--- src/rtl/lc3_pkg.sv ---
// ---------------------------------------------------------------------------
// lc3_pkg
// Shared LC-3 datapath types for the memory-access stage.
//   word_t      : 16-bit machine word
//   mem_op_t    : memory operation encoding as driven on mem_op
//   mem_state_t : memory-access sequencing FSM states
// Helpers classify an operation as store and/or indirect.
// ---------------------------------------------------------------------------
package lc3_pkg;

  typedef logic [15:0] word_t;

  typedef enum logic [1:0] {
    LOAD      = 2'd0,
    STORE     = 2'd1,
    LOAD_IND  = 2'd2,
    STORE_IND = 2'd3
  } mem_op_t;

  typedef enum logic [1:0] {
    IDLE   = 2'd0,
    IND_RD = 2'd1,
    ACCESS = 2'd2
  } mem_state_t;

  function automatic logic is_store(input mem_op_t op);
    return (op == STORE) || (op == STORE_IND);
  endfunction

  function automatic logic is_indirect(input mem_op_t op);
    return (op == LOAD_IND) || (op == STORE_IND);
  endfunction

endpackage

--- src/rtl/mem_watchdog.sv ---
// ---------------------------------------------------------------------------
// mem_watchdog
// Counts consecutive cycles a memory request waits without acknowledge and
// flags expiry on the cycle the TIMEOUT_CYCLES-th such wait occurs.
//   clock    : stage clock
//   reset    : synchronous, active-high
//   clear    : restart the count (a new request is rising)
//   count_en : request high and no ack this cycle
//   expired  : this waiting cycle is the TIMEOUT_CYCLES-th one
// ---------------------------------------------------------------------------
module mem_watchdog #(
  parameter int unsigned TIMEOUT_CYCLES = 16
) (
  input  logic clock,
  input  logic reset,
  input  logic clear,
  input  logic count_en,
  output logic expired
);

  localparam int unsigned CW = $clog2(TIMEOUT_CYCLES + 1);

  logic [CW-1:0] count_q;

  // count_q holds the number of waiting cycles already elapsed, so the
  // current waiting cycle is number count_q+1.
  assign expired = count_en && (count_q == CW'(TIMEOUT_CYCLES - 1));

  always_ff @(posedge clock) begin
    if (reset || clear) begin
      count_q <= '0;
    end else if (count_en && !expired) begin
      count_q <= count_q + 1'b1;
    end
  end

endmodule

--- src/rtl/mem_access_ctrl.sv ---
// ---------------------------------------------------------------------------
// mem_access_ctrl
// LC-3 memory-access stage: direct/indirect loads and stores against a
// variable-latency data memory over a req/ack handshake.
//   clock, reset            : stage clock, synchronous active-high reset
//   start, mem_op           : operation request (sampled only when idle)
//   M_Addr, M_Data          : effective address / store data from execute
//   busy, done              : in-progress flag, one-cycle completion pulse
//   memout                  : last loaded word, held until the next load
//   error                   : sticky timeout flag
//   dmem_req/we/addr/din    : memory request side
//   dmem_dout, dmem_ack     : memory response side
// Optional feature: define MEM_TIMEOUT_EN to abort requests that wait
// TIMEOUT_CYCLES cycles without ack; otherwise waits forever, error = 0.
// ---------------------------------------------------------------------------
module mem_access_ctrl
  import lc3_pkg::*;
#(
  parameter int unsigned TIMEOUT_CYCLES = 16
) (
  input  logic        clock,
  input  logic        reset,
  input  logic        start,
  input  logic [1:0]  mem_op,
  input  logic [15:0] M_Addr,
  input  logic [15:0] M_Data,
  output logic        busy,
  output logic        done,
  output logic [15:0] memout,
  output logic        error,
  output logic        dmem_req,
  output logic        dmem_we,
  output logic [15:0] dmem_addr,
  output logic [15:0] dmem_din,
  input  logic [15:0] dmem_dout,
  input  logic        dmem_ack
);

  mem_state_t state_q, state_d;
  mem_op_t    op_q;
  word_t      addr_q, data_q, ptr_q, memout_q;
  logic       done_q, done_d;
  logic       accept, ptr_cap, load_cap, abort;
  logic       wd_expired;

  // State and datapath registers
  always_ff @(posedge clock) begin
    if (reset) begin
      state_q  <= IDLE;
      op_q     <= LOAD;
      addr_q   <= '0;
      data_q   <= '0;
      ptr_q    <= '0;
      memout_q <= '0;
      done_q   <= 1'b0;
    end else begin
      state_q <= state_d;
      done_q  <= done_d;
      if (accept) begin
        op_q   <= mem_op_t'(mem_op);
        addr_q <= M_Addr;
        data_q <= M_Data;
      end
      if (ptr_cap) begin
        ptr_q <= dmem_dout;
      end
      if (load_cap) begin
        memout_q <= dmem_dout;
      end
    end
  end

  // Next-state logic; an ack always takes priority over a timeout.
  always_comb begin
    state_d  = state_q;
    done_d   = 1'b0;
    accept   = 1'b0;
    ptr_cap  = 1'b0;
    load_cap = 1'b0;
    abort    = 1'b0;
    unique case (state_q)
      IDLE: begin
        if (start) begin
          accept  = 1'b1;
          state_d = is_indirect(mem_op_t'(mem_op)) ? IND_RD : ACCESS;
        end
      end
      IND_RD: begin
        if (dmem_ack) begin
          ptr_cap = 1'b1;
          state_d = ACCESS;
        end else if (wd_expired) begin
          abort   = 1'b1;
          done_d  = 1'b1;
          state_d = IDLE;
        end
      end
      ACCESS: begin
        if (dmem_ack) begin
          load_cap = !is_store(op_q);
          done_d   = 1'b1;
          state_d  = IDLE;
        end else if (wd_expired) begin
          abort   = 1'b1;
          done_d  = 1'b1;
          state_d = IDLE;
        end
      end
      default: state_d = IDLE;
    endcase
  end

  // Outputs decoded purely from registered state
  always_comb begin
    dmem_req  = (state_q != IDLE);
    dmem_we   = 1'b0;
    dmem_addr = addr_q;
    dmem_din  = '0;
    if (state_q == ACCESS) begin
      if (is_indirect(op_q)) begin
        dmem_addr = ptr_q;
      end
      if (is_store(op_q)) begin
        dmem_we  = 1'b1;
        dmem_din = data_q;
      end
    end
  end

  assign busy   = (state_q != IDLE);
  assign done   = done_q;
  assign memout = memout_q;

`ifdef MEM_TIMEOUT_EN
  logic wd_clear, wd_count_en, error_q;

  // A request rises on an accepted start and again when the pointer
  // read hands over to the data access.
  assign wd_clear    = accept | ptr_cap;
  assign wd_count_en = dmem_req & ~dmem_ack;

  mem_watchdog #(
    .TIMEOUT_CYCLES(TIMEOUT_CYCLES)
  ) u_watchdog (
    .clock    (clock),
    .reset    (reset),
    .clear    (wd_clear),
    .count_en (wd_count_en),
    .expired  (wd_expired)
  );

  always_ff @(posedge clock) begin
    if (reset || accept) begin
      error_q <= 1'b0;
    end else if (abort) begin
      error_q <= 1'b1;
    end
  end

  assign error = error_q;
`else
  logic unused_timeout;
  assign unused_timeout = (TIMEOUT_CYCLES != 0) | abort;
  assign wd_expired     = 1'b0;
  assign error          = 1'b0;
`endif

endmodule

--- config.mk ---
export PLATFORM = sky130hd
export DESIGN_NAME = mem_access_ctrl
export DESIGN_NICKNAME = d
export VERILOG_FILES = /design/src/rtl/lc3_pkg.sv /design/src/rtl/mem_watchdog.sv /design/src/rtl/mem_access_ctrl.sv
export SDC_FILE = /design/constraint.sdc
export NUM_CORES = 1
export LEC_CHECK = 0
export CAP_MARGIN = 20
export CORE_MARGIN = 4
export CORE_UTILIZATION = 42
export CTS_CLUSTER_SIZE = 12
export DETAILED_ROUTE_END_ITERATION = 7
export GPL_TIMING_DRIVEN = 0
export PLACE_DENSITY = 0.79
export SYNTH_ARGS = -nofsm -noshare
export SYNTH_HDL_FRONTEND = slang
export SYNTH_HIERARCHICAL = 1
export SYNTH_SLANG_ARGS = --single-unit
--- constraint.sdc ---
create_clock -name clock -period 1.6 [get_ports clock]
set_clock_uncertainty 0.2 [all_clocks]
set_input_delay 0.32 -clock clock [delete_from_list [all_inputs] [get_ports clock]]
set_output_delay 0.32 -clock clock [all_outputs]
set_load 0.02 [all_outputs]
==> results of run 1 <==
sequential cells by signal, indices dropped and copies added (netlist names):
signal / count
addr_q: 16
data_q: 16
done: 1
memout: 16
op_q: 2
ptr_q: 16
state_q: 2
stage by stage:
step	setup TNS (ns)	setup slack [ns]
detailed placement	-30.00	-0.608
CTS	-16.62	-0.452
finish	-12.33	-0.431
floorplan	0	0.000671
global route	-15.89	-0.460
global placement	-28.56	-0.584
kinds of logic after synthesis:
group	Yosys count
flops	69
compound gates	3
mux	82
simple gates	142
buf+inv	27
other cells	1
worst paths after layout:
| check | start | endpoint | slack (ns) | depth (start not counted) |
|---|---|---|---|---|
| min reg2reg | memout[11] | memout[11] | 0.27 | 2 |
| max reg2reg | state_q[1] | addr_q[0] | -0.01 | 6 |
| max | state_q[0] | dmem_addr[7] | -0.43 | 4 |
| min | memout[11] | memout[11] | 0.27 | 2 |
metal layers:
layer	part of all wire [%]	GRT usage, %	vias to the layer above
li1	-	-	1304
met1	43	20.0	1233
met2	50	29.1	77
met3	5.6	4.29	8
met4	1.0	6.30	0
met5	0	0	-
timing repair:
action	CTS	global route
setup endpoints to repair	52	80
resized for setup	251	14
endpoints found under the hold margin	0	0
cloned	0	4
hold buffers	0	0
pin swaps	8	10
setup buffers	5	2
worst min-delay path, stage by stage (launching register included):
cell      delay (ns)
dfxtp_1         0.31
nand2b_1        0.06
mux2i_1         0.06
layout by cell type, fill, tap and decap left out, types with 2 or more instances in the layout:
master,instances
buf_6,42
clkdlybuf4s50_1,52
dfxtp_1,67
buf_8,2
bufinv_16,2
mux2i_1,65
clkbuf_16,4
and2_4,16
nand2b_1,117
dfxtp_4,2
buf_12,6
clkbuf_1,13
dlygate4sd2_1,17
mux2_4,16
and3b_1,2
clkbuf_8,10
buf_2,4
buf_4,2
area by class of cell:
class	instances	area share, %
tap	102	2.50
sequential	69	27.2
multi-input combinational	228	37.3
clock inverter	4	1.42
timing repair buffer	115	24.1
buffer	26	4.78
clock buffer	11	2.77
where the power goes:
group / total, µW / leakage, µW / switching [µW] / internal (µW)
Sequential: 1870 / 0.000564 / 56.2 / 1810
Combinational: 879 / 0.00161 / 355 / 524
Clock: 1560 / 0.000105 / 646 / 910
==> flow_summary.yaml, run 1 <==
layout:
  seq_area_mm2: 0.00139
  instances_no_fill: 555
  fin_area_mm2: 0.00511
  utilization_pct: 65.4
  drive_gt1_share_pct: 24.7
  fill_cells: 625
  diodes: 0
  nets: 503
  multi_input_area_mm2: 0.00190
  area_delta_synth_final_pct: 49.3
clocking:
  cts.clk_slew.worst_paths_ns: 0.08
  clk_latency_ns: 0.33
  clock-sinks: 69
  cts_tree: "built"
  cts_max_level: 3
  clockBufferDepth: 2
  root_buffer: "clkbuf_8"
  cts_buffers: 9
die:
  die_w_um: 98.2
  core.rowCount: 32
  ios: 107
  die_h_um: 98.2
  die_area_mm2: 0.00965
  core_mm2: 0.00781
  initial_utilization_pct: 43.8
yosys:
  ys_seq_elements: 69
  yosys.area_share.simple_pct: 27.0
  muxShareOfSynthArea_pct: 25.7
  synthTopCellsByCount: "nand2b_1 (117), dfxtp_1 (69), mux2i_1 (66)"
  ys_types: 25
  netlist_area_mm2: 0.00342
  synth_area_leaders: "dfxtp_1 (40%), nand2b_1 (21%), mux2i_1 (19%)"
  synth-xor-area-share_pct: 0
  async_flop_share_pct: 0
  synth_fa_ha_area_share_pct: 0
  yosysWarnings: 6
  synth.avg_cell_area_um2: 10.6
  ys_seq_area_share_pct: 40.4
  synthFlopType: "dfxtp_1"
  synth_top_family_by_area: "simple AND/OR/NAND/NOR gates"
  syn_nets: 378
  synth.most_common_cell: "nand2b_1"
  synth_top_cell_area_share_pct: 40.4
  synth_compound_area_share_pct: 0.659
  synth-edff-count: 0
  netlist_instances: 324
  synth_top_cell_by_area: "dfxtp_1"
route:
  route.vias.total: 2622
  drt-total-wl_mm: 8.54
  wl_per_cell_um: 15.4
  antenna_left: 0
  drc: 0
  drt_iter0_markers: 59
  drt_pass1_iterations: 4
  viasPerCell: 4.72
timing:
  finalHoldViolations: 0
  max_freq_mhz: 492
  finalSetupViolations: 42
  rsz0062_at_grt: "true"
  finalMaxSlewViolations: 0
  fin_crit_sh_pct: 127
  setup_ws_ns: -0.431
  period_needed_ns: 2.03
  whs_ns: 0.272
worst_setup_path:
  crit_required_ns: 1.08
  cpPeakStageDelay_ns: 0.35
  start_kind: "flop"
  cp.arrival_ns: 1.51
  cp_slowest_cell: "dfxtp_4"
  path_cells: "nand3b_4, buf_12, mux2_4, buf_2"
  endpoint_kind: "primary output"
  crit_family: "flip-flops"
  crit_type: "flop to primary output"
  path_max_fanout: 10
  path_buf_inv: 2
power:
  max-vdd-ir-drop_mv: 0.492
  power_uw: 4310
  power_leakage_uw: 0.00228
  power_density_mw_per_mm2: 843
grt:
  grt_pass1_wl_mm: 13.0
  grt_antenna_before_repair: 0
  grt_overflow: 0
  track_usage_pct: 16.8
  grt_max_degree: 12
  grt_pass1_vias: 2680
status:
  outcome: "finished, violations left"
  violations: "setup timing"
placed_design:
  placed_cell_area_mm2: 0.00459
  place_hpwl_mm: 5.97
  portBuffers: 104
  dp.cells: 530
  gp_congestion: 0.769
worst_hold_path:
  hold_path.class: "flop to flop"
flow_run:
  cap_violations: 0
Note: power is estimated with default switching activity, not from simulation.
==> inputs of run 2 (changes only) <==
--- a/config.mk
+++ b/config.mk
@@ -5,7 +5,6 @@
 export SDC_FILE = /design/constraint.sdc
 export NUM_CORES = 1
 export LEC_CHECK = 0
-export CAP_MARGIN = 20
 export CORE_MARGIN = 4
 export CORE_UTILIZATION = 42
 export CTS_CLUSTER_SIZE = 12
==> results of run 2 <==
Final layout, timing and power as in run 1 (identical DEF).
